===== src/rtl/rp_8bit_io_bank.sv =====
// rtl/rp_8bit_io_bank.sv - I/O register bank with interrupt flag/mask registers
//
// Purpose:
//   2**AW registers of DW bits, written under a per-bit mask and read back
//   with one cycle of latency. Two addresses are special:
//     IFA : interrupt flag register (IFR). Bits are set by evt and cleared
//           by write-one-to-clear or by irq_ack. Set beats clear.
//     IMA : interrupt mask register (IMR). Written like a general register.
//   irq_req = IFR & IMR. It is built from registered state only.
//   Bits [DW-1:IRW] of IFR and IMR read as 0. IRW must not exceed DW.
//
// Ports:
//   clk      in   1    clock, rising edge
//   rst      in   1    asynchronous active-high reset
//   io_wen   in   1    write enable
//   io_ren   in   1    read enable
//   io_adr   in   AW   register address (fully decoded)
//   io_wdt   in   DW   write data
//   io_msk   in   DW   write bit mask, 1 = bit written
//   io_rdt   out  DW   registered read data
//   evt      in   IRW  event pulses, one per interrupt channel
//   irq_req  out  IRW  interrupt requests
//   irq_ack  in   IRW  interrupt acknowledges
module rp_8bit_io_bank #(
  parameter int             AW  = 6,
  parameter int             DW  = 8,
  parameter int             IRW = 8,
  parameter logic [AW-1:0]  IFA = 6'h3a,
  parameter logic [AW-1:0]  IMA = 6'h3b
) (
  input  logic           clk,
  input  logic           rst,
  input  logic           io_wen,
  input  logic           io_ren,
  input  logic [AW-1:0]  io_adr,
  input  logic [DW-1:0]  io_wdt,
  input  logic [DW-1:0]  io_msk,
  output logic [DW-1:0]  io_rdt,
  input  logic [IRW-1:0] evt,
  output logic [IRW-1:0] irq_req,
  input  logic [IRW-1:0] irq_ack
);

  localparam int NREG = 2 ** AW;

  logic [DW-1:0]  r_mem [NREG];
  logic [IRW-1:0] r_ifr;
  logic [IRW-1:0] r_imr;
  logic [DW-1:0]  r_rdt;

  logic           w_sel_ifr;
  logic           w_sel_imr;
  logic           w_wr_gen;
  logic [DW-1:0]  w_gen_merge;
  logic [IRW-1:0] w_imr_merge;
  logic [IRW-1:0] w_w1c;
  logic [IRW-1:0] w_ifr_nxt;
  logic [DW-1:0]  w_rd_val;

  assign w_sel_ifr = (io_adr == IFA);
  assign w_sel_imr = (io_adr == IMA);
  assign w_wr_gen  = io_wen && !w_sel_ifr && !w_sel_imr;

  assign w_gen_merge = (io_wdt & io_msk) | (r_mem[io_adr] & ~io_msk);
  assign w_imr_merge = (io_wdt[IRW-1:0] & io_msk[IRW-1:0]) | (r_imr & ~io_msk[IRW-1:0]);

  // Only bits written as 1 clear a flag; a 0 in io_wdt leaves the flag alone.
  assign w_w1c = (io_wen && w_sel_ifr) ? (io_wdt[IRW-1:0] & io_msk[IRW-1:0]) : '0;

  // OR-ing evt last makes a same-edge set win over any clear source.
  assign w_ifr_nxt = (r_ifr & ~(w_w1c | irq_ack)) | evt;

  // Read mux over pre-edge state; the upper IFR/IMR bits stay zero.
  always_comb begin
    w_rd_val = '0;
    if (w_sel_ifr) begin
      w_rd_val[IRW-1:0] = r_ifr;
    end else if (w_sel_imr) begin
      w_rd_val[IRW-1:0] = r_imr;
    end else begin
      w_rd_val = r_mem[io_adr];
    end
  end

  // General register file. Entries at IFA/IMA are never written or read.
  always_ff @(posedge clk or posedge rst) begin
    if (rst) begin
      for (int i = 0; i < NREG; i++) begin
        r_mem[i] <= '0;
      end
    end else if (w_wr_gen) begin
      r_mem[io_adr] <= w_gen_merge;
    end
  end

  always_ff @(posedge clk or posedge rst) begin
    if (rst) begin
      r_imr <= '0;
    end else if (io_wen && w_sel_imr) begin
      r_imr <= w_imr_merge;
    end
  end

  always_ff @(posedge clk or posedge rst) begin
    if (rst) begin
      r_ifr <= '0;
    end else begin
      r_ifr <= w_ifr_nxt;
    end
  end

  // Read data captures the pre-edge value, so a same-cycle write to the
  // same address returns the old contents.
  always_ff @(posedge clk or posedge rst) begin
    if (rst) begin
      r_rdt <= '0;
    end else if (io_ren) begin
      r_rdt <= w_rd_val;
    end
  end

  assign io_rdt  = r_rdt;
  assign irq_req = r_ifr & r_imr;

endmodule


===== config.mk =====
export PLATFORM = sky130hd
export DESIGN_NAME = rp_8bit_io_bank
export DESIGN_NICKNAME = d
export VERILOG_FILES = /design/src/rtl/rp_8bit_io_bank.sv
export SDC_FILE = /design/constraint.sdc
export NUM_CORES = 1
export LEC_CHECK = 0
export BUFFER_PORTS_ARGS = -buffer_cell sky130_fd_sc_hd__buf_2
export CELL_PAD_IN_SITES_DETAIL_PLACEMENT = 1
export CELL_PAD_IN_SITES_GLOBAL_PLACEMENT = 1
export CORE_MARGIN = 4
export CORE_UTILIZATION = 54
export CTS_CLUSTER_DIAMETER = 30
export CTS_CLUSTER_SIZE = 20
export DETAILED_ROUTE_END_ITERATION = 7
export PLACE_DENSITY = 0.85
export RECOVER_POWER = 25
export SLEW_MARGIN = 20
export SYNTH_ARGS = -nofsm -noshare
export SYNTH_HDL_FRONTEND = slang
export SYNTH_SLANG_ARGS = --single-unit

===== constraint.sdc =====
create_clock -name clk -period 38.8 [get_ports clk]
set_input_delay 5.82 -clock clk [delete_from_list [all_inputs] [get_ports clk]]
set_output_delay 5.82 -clock clk [all_outputs]
set_load 0.01 [all_outputs]

=== Yosys cells after proc, flatten, opt, wreduce, memory -nomap -nowiden ===
Cells that the tools add are included.

* Bits in registers: 536
* Input bits: 42
* Word-level logic and storage cells: 99

* Magnitude comparators: 2
* Equal/unequal tests: 2
* Multiplexer cells: 9
* Bitwise gates (word level): 12
* Reductions and logical operators: 7

{| class="wikitable"
|+ Operator list
! operator !! number
|-
| 512-bit bitwise mux || 1
|-
| 8-bit binary-select mux with 6-bit select || 1
|-
| 8-bit demux with 6-bit select || 1
|-
| 8-bit two-way mux || 6
|-
| 8-bit AND || 5
|-
| 8-bit OR || 4
|-
| 8-bit inverter || 2
|-
| 6-bit equality test, second input constant || 2
|-
| 7-bit >= comparator, second input constant || 1
|-
| 7-bit by 1-bit less-than comparator with 1-bit output, second input constant || 1
|-
| 6-bit inverter with 7-bit output || 1
|-
| 1-bit logical AND || 5
|-
| 1-bit zero test || 2
|}

=== Logic depth before layout (Yosys ltp) ===
Gate-level depths: netlist of run 1.

* Word-level depth: 7
* Depth in mapped cells: 13
* Gate-level depth less buffers: 7

=== Least setup slack after synthesis of run 1 ===
No wires, ideal clock.

* Kind: input -> register
* From: input port io_adr[0]
* To: register r_mem[221] in the netlist's numbering
* Library setup time: 0.139 ns
* Arrival: 8.181 ns
* Required time: 38.661 ns
* Setup slack: 30.480 ns
* Stages: 11
* Path through: buf_6 > buf_8 > buf_6 > buf_6 > mux4_2 > nand3_2 > o221ai_2 > or4_4 > nor3_4 > buf_6 > o31ai_2

* Cells in the longest elaborated chain, start to end: 7
* Elaborated cells on any way between the ends: 18
* Classes of those cells: 2 x order compare; 2 x eq/ne; 6 x mux; 3 x bitwise; 5 x reduce/logical

{| class="wikitable"
|+ Ends and longest elaborated chain
! what !! RTL line !! source
|-
| start, declared || 35 || <nowiki>input logic [AW-1:0] io_adr,</nowiki>
|-
| 6-bit inverter with 7-bit output (implied by the code) || 64, 92 ||
|-
| 8-bit binary-select mux with 6-bit select || 64 || <nowiki>assign w_gen_merge = (io_wdt & io_msk) | (r_mem[io_adr] & ~io_msk);</nowiki>
|-
| 8-bit two-way mux (implied by the code) (2 in a row) || 64 ||
|-
| 8-bit AND || 64 ||
|-
| 8-bit OR || 64 ||
|-
| 512-bit bitwise mux || 92 || <nowiki>r_mem[io_adr] <= w_gen_merge;</nowiki>
|-
| end signal, assigned by index || 92 ||
|-
| end, declared || 46 || <nowiki>logic [DW-1:0] r_mem [NREG];</nowiki>
|}

Parallel ways exist; a longest one is shown, timed or not. The select of a mux whose other input is x is not followed.
A chain may end at the register's enable or synchronous reset.

==> results of run 1 <==
## cell usage in the layout, fill, tap and decap left out, types with 13 or more instances in the layout
cell type	synthesis	layout
o22ai_1	40	39
mux4_2	21	21
dfrtp_1	536	536
bufinv_16	0	13
nand2_1	598	598
clkinv_2	0	22
mux2i_1	83	81
o21ai_0	443	443
a221oi_1	70	70
inv_1	22	20
clkbuf_8	0	15
buf_2	33	54
buf_4	11	35
clkbuf_16	0	115
clkbuf_1	154	13
a21oi_1	39	39
a221o_1	35	35
o22a_1	13	13
nand3_1	24	24
nor2_1	30	28
o31ai_1	54	54
clkinv_4	0	13
clkinvlp_4	0	20
mux2_2	21	21
## power by group
group	internal, W	total (W)	switching [W]
sequential	0.000628	0.000678	0.0000502
clock	0.000659	0.00101	0.000348
combinational	0.0000593	0.000194	0.000135
total	0.00135	0.00188	0.000532
## synth_stat cells, types with 3 or more instances
master	n	area share (%)
o211ai_1	7	0.22
mux2i_1	83	3.5
a221oi_1	70	2.5
o22a_1	13	0.47
clkbuf_1	154	2.4
or4_1	3	0.094
or3b_2	8	0.29
mux2_2	21	0.98
nor3_1	9	0.19
and2_1	13	0.34
and3_1	7	0.18
mux4_1	3	0.33
o21ai_0	443	9.2
o221ai_1	3	0.11
buf_6	14	0.66
buf_2	33	0.69
mux4_2	21	2.0
dfrtp_1	536	56
nand2b_1	10	0.26
a221o_1	35	1.5
buf_4	11	0.34
o31ai_2	10	0.52
nand3_1	24	0.50
o31ai_1	54	1.7
nor2b_1	7	0.18
nand3b_1	5	0.16
inv_1	22	0.34
a31oi_1	4	0.10
a22oi_1	12	0.37
a22o_1	6	0.22
or2_2	3	0.078
nor3b_1	5	0.16
nor2_1	30	0.47
a21oi_1	39	0.81
o21ai_1	10	0.21
a31o_2	8	0.29
o22ai_1	40	1.0
and3b_1	3	0.11
nand2_1	598	9.3
## worst max-delay path, stage by stage
cell	delay (ns)
buf_2	0.10
clkinvlp_2	2.90
clkbuf_1	3.48
## per-stage QoR
stage,utilization (%),cell area [sq um],power [W]
2_1_floorplan,-,24100,0.000781
3_3_place_gp,55.5,24500,0.000833
3_5_place_dp,55.5,24500,0.000850
4_1_cts,64.5,28400,0.00187
5_1_grt,64.4,28400,0.00193
6_report,64.4,28400,0.00188
## per-layer routing
metal / track usage [%] / routed length [um]
met1: 49.1 / 35100
met2: 65.7 / 45900
met3: 12.0 / 9710
met4: 27.6 / 7960
met5: 0 / 77
## flip-flops by register name, summed over array words and instances, names as in the netlist, named ones only
| register | flops |
|---|---|
| io_rdt | 8 |
| r_ifr | 8 |
| r_mem | 512 |
## cells by family (layout without fill, tap and decap cells)
logic type	Yosys count	in the layout	synth area share (%)
AO/OA/AOI/OAI	772	772	20.0
buffers and inverters	238	331	4.55
flip-flops	536	536	55.7
multiplexers	129	129	6.79
other	0	1	0
AND/OR/NAND/NOR	741	741	12.9
## area by class of cell
cell class              instances  area, sq um
repair buffers                 93          556
flip-flops and latches        536        13400
multi-input cells            1642         9670
fillers                      4631        15700
well taps                     592          741
clock inverters                76          846
inverters                      22         83.8
diodes                          1         2.50
clock buffers                 140         3120
## final timing paths
kind	to	slack [ns]	cells past startpoint
max reg2reg	r_mem[187]	35.00	8
min reg2reg	r_mem[39]	0.38	0
max in group clk	r_mem[202]	28.89	11
max	r_mem[220]	25.97	3
min	r_mem[39]	0.38	0
min in group asynchronous	r_mem[81]	6.79	2
==> impl_results.md, run 1 <==
- Result of the run: finished, violations left
- Violated checks: capacitance limit, slew limit
- Gate count of the mapped netlist: ~2400
- Transition time at the pin with the least slew margin: around 5.3 ns
- Routed vias: between 20000 and 25000
- Class of the tightest hold or removal check: flip-flop to flip-flop
- Pwr Density: between 60 and 70 nW/um^2
- Area growth, synth to finish: 18.2%
- Die Footprint: 48000 sq um
- Overall Global Routing Usage: about two fifths
- Quantity of hold-fixing buffers added after cts: 0
- Hold Slack: between 0.3 and 0.4 ns
- Number of placed instances with taps included: just under 3000
- Number of failing hold endpoints at the final stage: 0
- Flip-flop and latch count after synthesis: 536
- Final critical path time including I/O delays and setup: 12.83 ns
- Count of buffers inserted at the top-level ports: 57
- Post-DRT Antenna Nets: 0
- Iter 0 DRT Violations: between 3000 and 4000
- Final setup skew: 0.0388 ns
- Final setup violating endpoints: 0
- Worst-case clock buffer depth: 3
- Horizontal extent of the die: 219 um
- Setup slack at placement: around 29 ns
- Total number of yosys warnings: 0
- Fin cells: 3102
- Worst relative slew slack: -253%
- First-pass DRT Iterations: 6
- Die height: 219 um
- Remaining Overflow, GRT: 0
- Post-synth net total: about 2500
- Largest net degree at the start of global routing: around 110
- WP data arrival: roughly 12 ns
- Count of standard-cell rows: between 70 and 80
- Data required time at the worst endpoint: slightly below 40 ns
- Maximum clock frequency: 0.0780 GHz
- Top_reg_cell synth: dfrtp_1
- H-tree levels: 3
- Number of antenna violations at the first check in global routing: 7
- Share of the clock period used by the worst path: between 30% and 40%
- Number of top-level pins: a little under 60
- TritonCTS sink count: approximately 540
- Count of pins over their slew limit: 339
- Residual DRC count: 0
- DR WL/cell: 31.8 um
- Setup WS post-layout: ~26 ns
- Number of buffers added by the clock tree synthesis step: roughly 110
- Clock root buffer: clkbuf_16
- Hold wc startpoint: r_mem[39]
- HPWL after detailed placement: 51700 um
- Number of global-route vias before repair: 24200
- Effective utilization at floorplan: 54.5%
- First-pass GRT wire length: ~150000 um
- Worst-path fanout max: 112
- Resize count post-CTS: 0
- Routed wire length: 98800 um
- Capturing element type of the critical path: async pin
- Critical path launch point type: input pin
- Fraction of layout instances using a drive strength above 1: 15.6%
- Setup repair after global routing missed its margin: false
- Core Footprint: roughly 44000 sq um
- Crit Path Category: input pin to async pin
- VDD IR-drop max: between 0.00005 and 0.00006 V
- Post-CTS Repair Setup Buffers: 0
- Post-synth EDFFs: 0
- Via/cell ratio: 7.11
- Critical path origin: rst
- Mapped cell area: between 20000 and 25000 sq um
- Synth unique cells: about 70
- Share of the yosys chip area belonging to registers: a little under three fifths
- Clock transition at path regs: approximately 0.05 ns
- Fraction of registers with async set/reset: between 90% and 100%
- Leak Pwr: between 10 and 15 nW
- Final layout net count: about 2500
- Synthesized area per cell: 9.96 sq um
- Setup_tns: 0 ns
- Clock insertion delay at the later pin of the skew report: about 0.7 ns
- Placer congestion estimate: 0.907
- Max-cap viol count: 4
- Critical R2R Launch: r_mem[235]
- TritonCTS clock tree: done
Note: power is estimated with default switching activity, not from simulation.
==> run 2, diff against run 1 <==
Settings changed: CORE_UTILIZATION 54 to 45, PLACE_DENSITY 0.85 to 0.75.
Clock period 38.8 ns to 11.4 ns, I/O delays scaled along.
==> impl_results.md, run 2 (synthesis gave the netlist of run 1 again) <==
- Result of the run: finished, violations left
- Violated checks: capacitance limit, slew limit
- Die height: approximately 240 um
- Hold wc startpoint: r_mem[43]
- Residual DRC count: 0
- Count of buffers inserted at the top-level ports: 57
- Count of standard-cell rows: between 80 and 90
- Fraction of layout instances using a drive strength above 1: 15.6%
- WP data arrival: 6.37 ns
- Post-DRT Antenna Nets: 0
- Crit Path Category: input pin to flip-flop
- Data required time at the worst endpoint: about 12 ns
- Register with the most flip-flops: r_mem
- Largest register FFs: 512
- Multi-input combinational cell area: a little under 10000 sq um
- VDD IR-drop max: 0.000179 V
- Overall Global Routing Usage: around 30%
- Setup slack at placement: roughly 5 ns
- Clock transition at path regs: 0.05 ns
- Pwr Density: approximately 230 nW/um^2
- Resize count post-CTS: 0
- Transition time at the pin with the least slew margin: between 4 and 5 ns
- Dominant delay contributor by cell family on the critical path: buffers and inverters
- Critical path origin: io_adr[2]
- Capturing element type of the critical path: flip-flop
- Maximum clock frequency: approximately 0.17 GHz
- TritonCTS sink count: roughly 540
- Share of the clock period used by the worst path: between 50% and 60%
- Remaining Overflow, GRT: 0
- Quantity of hold-fixing buffers added after cts: 0
- Routed vias: between 20000 and 25000
- Area growth, synth to finish: 20.7%
- DR WL/cell: approximately 27 um
- Final layout net count: around 2500
- Placer congestion estimate: roughly 0.9
- Fillers: ~5600
- Leading cell types in the layout, fill and taps excluded: nand2_1, dfrtp_1, o21ai_0
- TritonCTS clock tree: done
- Number of placed instances with taps included: a little under 3000
- Number of failing hold endpoints at the final stage: 0
- Worst relative slew slack: -183%
- HPWL after detailed placement: ~50000 um
- Post-CTS Repair Setup Buffers: 0
- Max incr delay on CP: 0.84 ns
- CP dominant cell by count: buf_4
- Critical-path top delay cell: mux2i_4
- Leading cell type in the layout, fill and taps excluded: nand2_1
- Clock root buffer: clkbuf_16
- Number of top-level pins: between 50 and 60
- Setup repair after global routing missed its margin: false
- Iter 0 DRT Violations: between 1500 and 2000
- Number of buffers added by the clock tree synthesis step: between 100 and 150
- Final Util: 55.1%
- Critical path launch point type: input pin
- Worst-path fanout max: 67
- Final critical path time including I/O delays and setup: around 5.9 ns
- Leak Pwr: about 13 nW
- Effective utilization at floorplan: a little under half
- Buffer and inverter count on the worst path: 5
- Critical R2R Launch: r_mem[346]
- Worst-case clock buffer depth: 3
- Final setup violating endpoints: 0
- Class of the tightest hold or removal check: flip-flop to flip-flop
- Number of antenna violations at the first check in global routing: 2
- Fin cells: 3205
- Routed wire length: roughly 85000 um
- Largest net degree at the start of global routing: between 150 and 200
- Placed instance area: approximately 25000 sq um
- Final setup skew: around 0.025 ns
- Horizontal extent of the die: approximately 240 um
- Via/cell ratio: about 6.3
- Core Footprint: between 50000 and 60000 sq um
- Count of pins over their slew limit: ~80
- First-pass GRT wire length: approximately 130000 um
- Clock insertion delay at the later pin of the skew report: around 0.68 ns
- H-tree levels: 3
- Die Footprint: around 57000 sq um
- Number of global-route vias before repair: ~22000
- Total area of sequential cells: roughly 13000 sq um
- Setup WS post-layout: about 5.5 ns
- Max-cap viol count: 1
- Setup_tns: 0 ns
- Final std cell area, no fill: approximately 29000 sq um
- First-pass DRT Iterations: 5
- Cells along the critical path: buf_6 > clkinv_2 > buf_4 > buf_4 > a221oi_1 > o22ai_1 > a22o_1 > or4_1 > mux2i_4 > buf_4 > o21ai_0
==> run 2: cell types whose count changed in the layout (fill, tap and decap cells not counted), moves of 3 or more <==
cell        before  now
clkinv_8         0    3
clkinv_4        13    0
clkbuf_8        15   26
clkbuf_1        13   19
clkinv_2        22   19
clkbuf_16      115  119
bufinv_16       13   25
inv_6            7    2
clkinvlp_4      20    8
==> run 2: worst reg2reg max path: cells and delay by family (launching register included) <==
family / cells / cell delay [ns]
AO/OA/AOI/OAI: 4 / 1.28
buffers and inverters: 1 / 0.49
flip-flops: 1 / 0.39
multiplexers: 1 / 0.84
AND/OR/NAND/NOR: 1 / 0.62
==> run 2: final cells by class <==
type                    count  share of cell area (%)
well taps                 688                    2.96
flip-flops and latches    536                    46.2
inverters                  22                   0.293
clock buffers             162                    11.6
repair buffers             96                    2.20
multi-input cells        1642                    33.3
clock inverters            58                    3.47
diodes                      1                 0.00862
==> run 2: path summary, 6_finish.rpt <==
check / end / slack (ns) / cells after the start
worst min-delay path: r_mem[43] / 0.37 / 0
max in group asynchronous: r_mem[265] / 5.55 / 4
worst min register to register: r_mem[43] / 0.37 / 0
worst max-delay path: r_mem[106] / 5.54 / 11
min in group asynchronous: r_mem[42] / 1.12 / 2
worst max register to register: r_mem[106] / 7.63 / 7
==> run 2: routing by layer <==
| layer | up-vias | GRT usage [%] | wire, um |
|---|---|---|---|
| li1 | 8629 | - | - |
| met1 | 10500 | 38.3 | 34500 |
| met2 | 722 | 49.2 | 40900 |
| met3 | 240 | 6.57 | 5700 |
| met4 | 4 | 13.6 | 4020 |
| met5 | - | 0 | 24 |
==> run 2: per-stage QoR <==
stage	hold slack [ns]	power [W]
finish	0.375	0.00661
global route	0.387	0.00685
CTS	0.378	0.00664
detailed placement	0.367	0.00288
global placement	0.360	0.00283
floorplan	0.422	0.00266
==> run 2: power breakdown <==
part           total [W]  internal (W)  switching (W)  leakage (nW)
clock            0.00373       0.00262        0.00111          2.14
sequential       0.00227       0.00214       0.000136          7.20
combinational   0.000609      0.000205       0.000404          3.64
total            0.00661       0.00496        0.00165          13.0
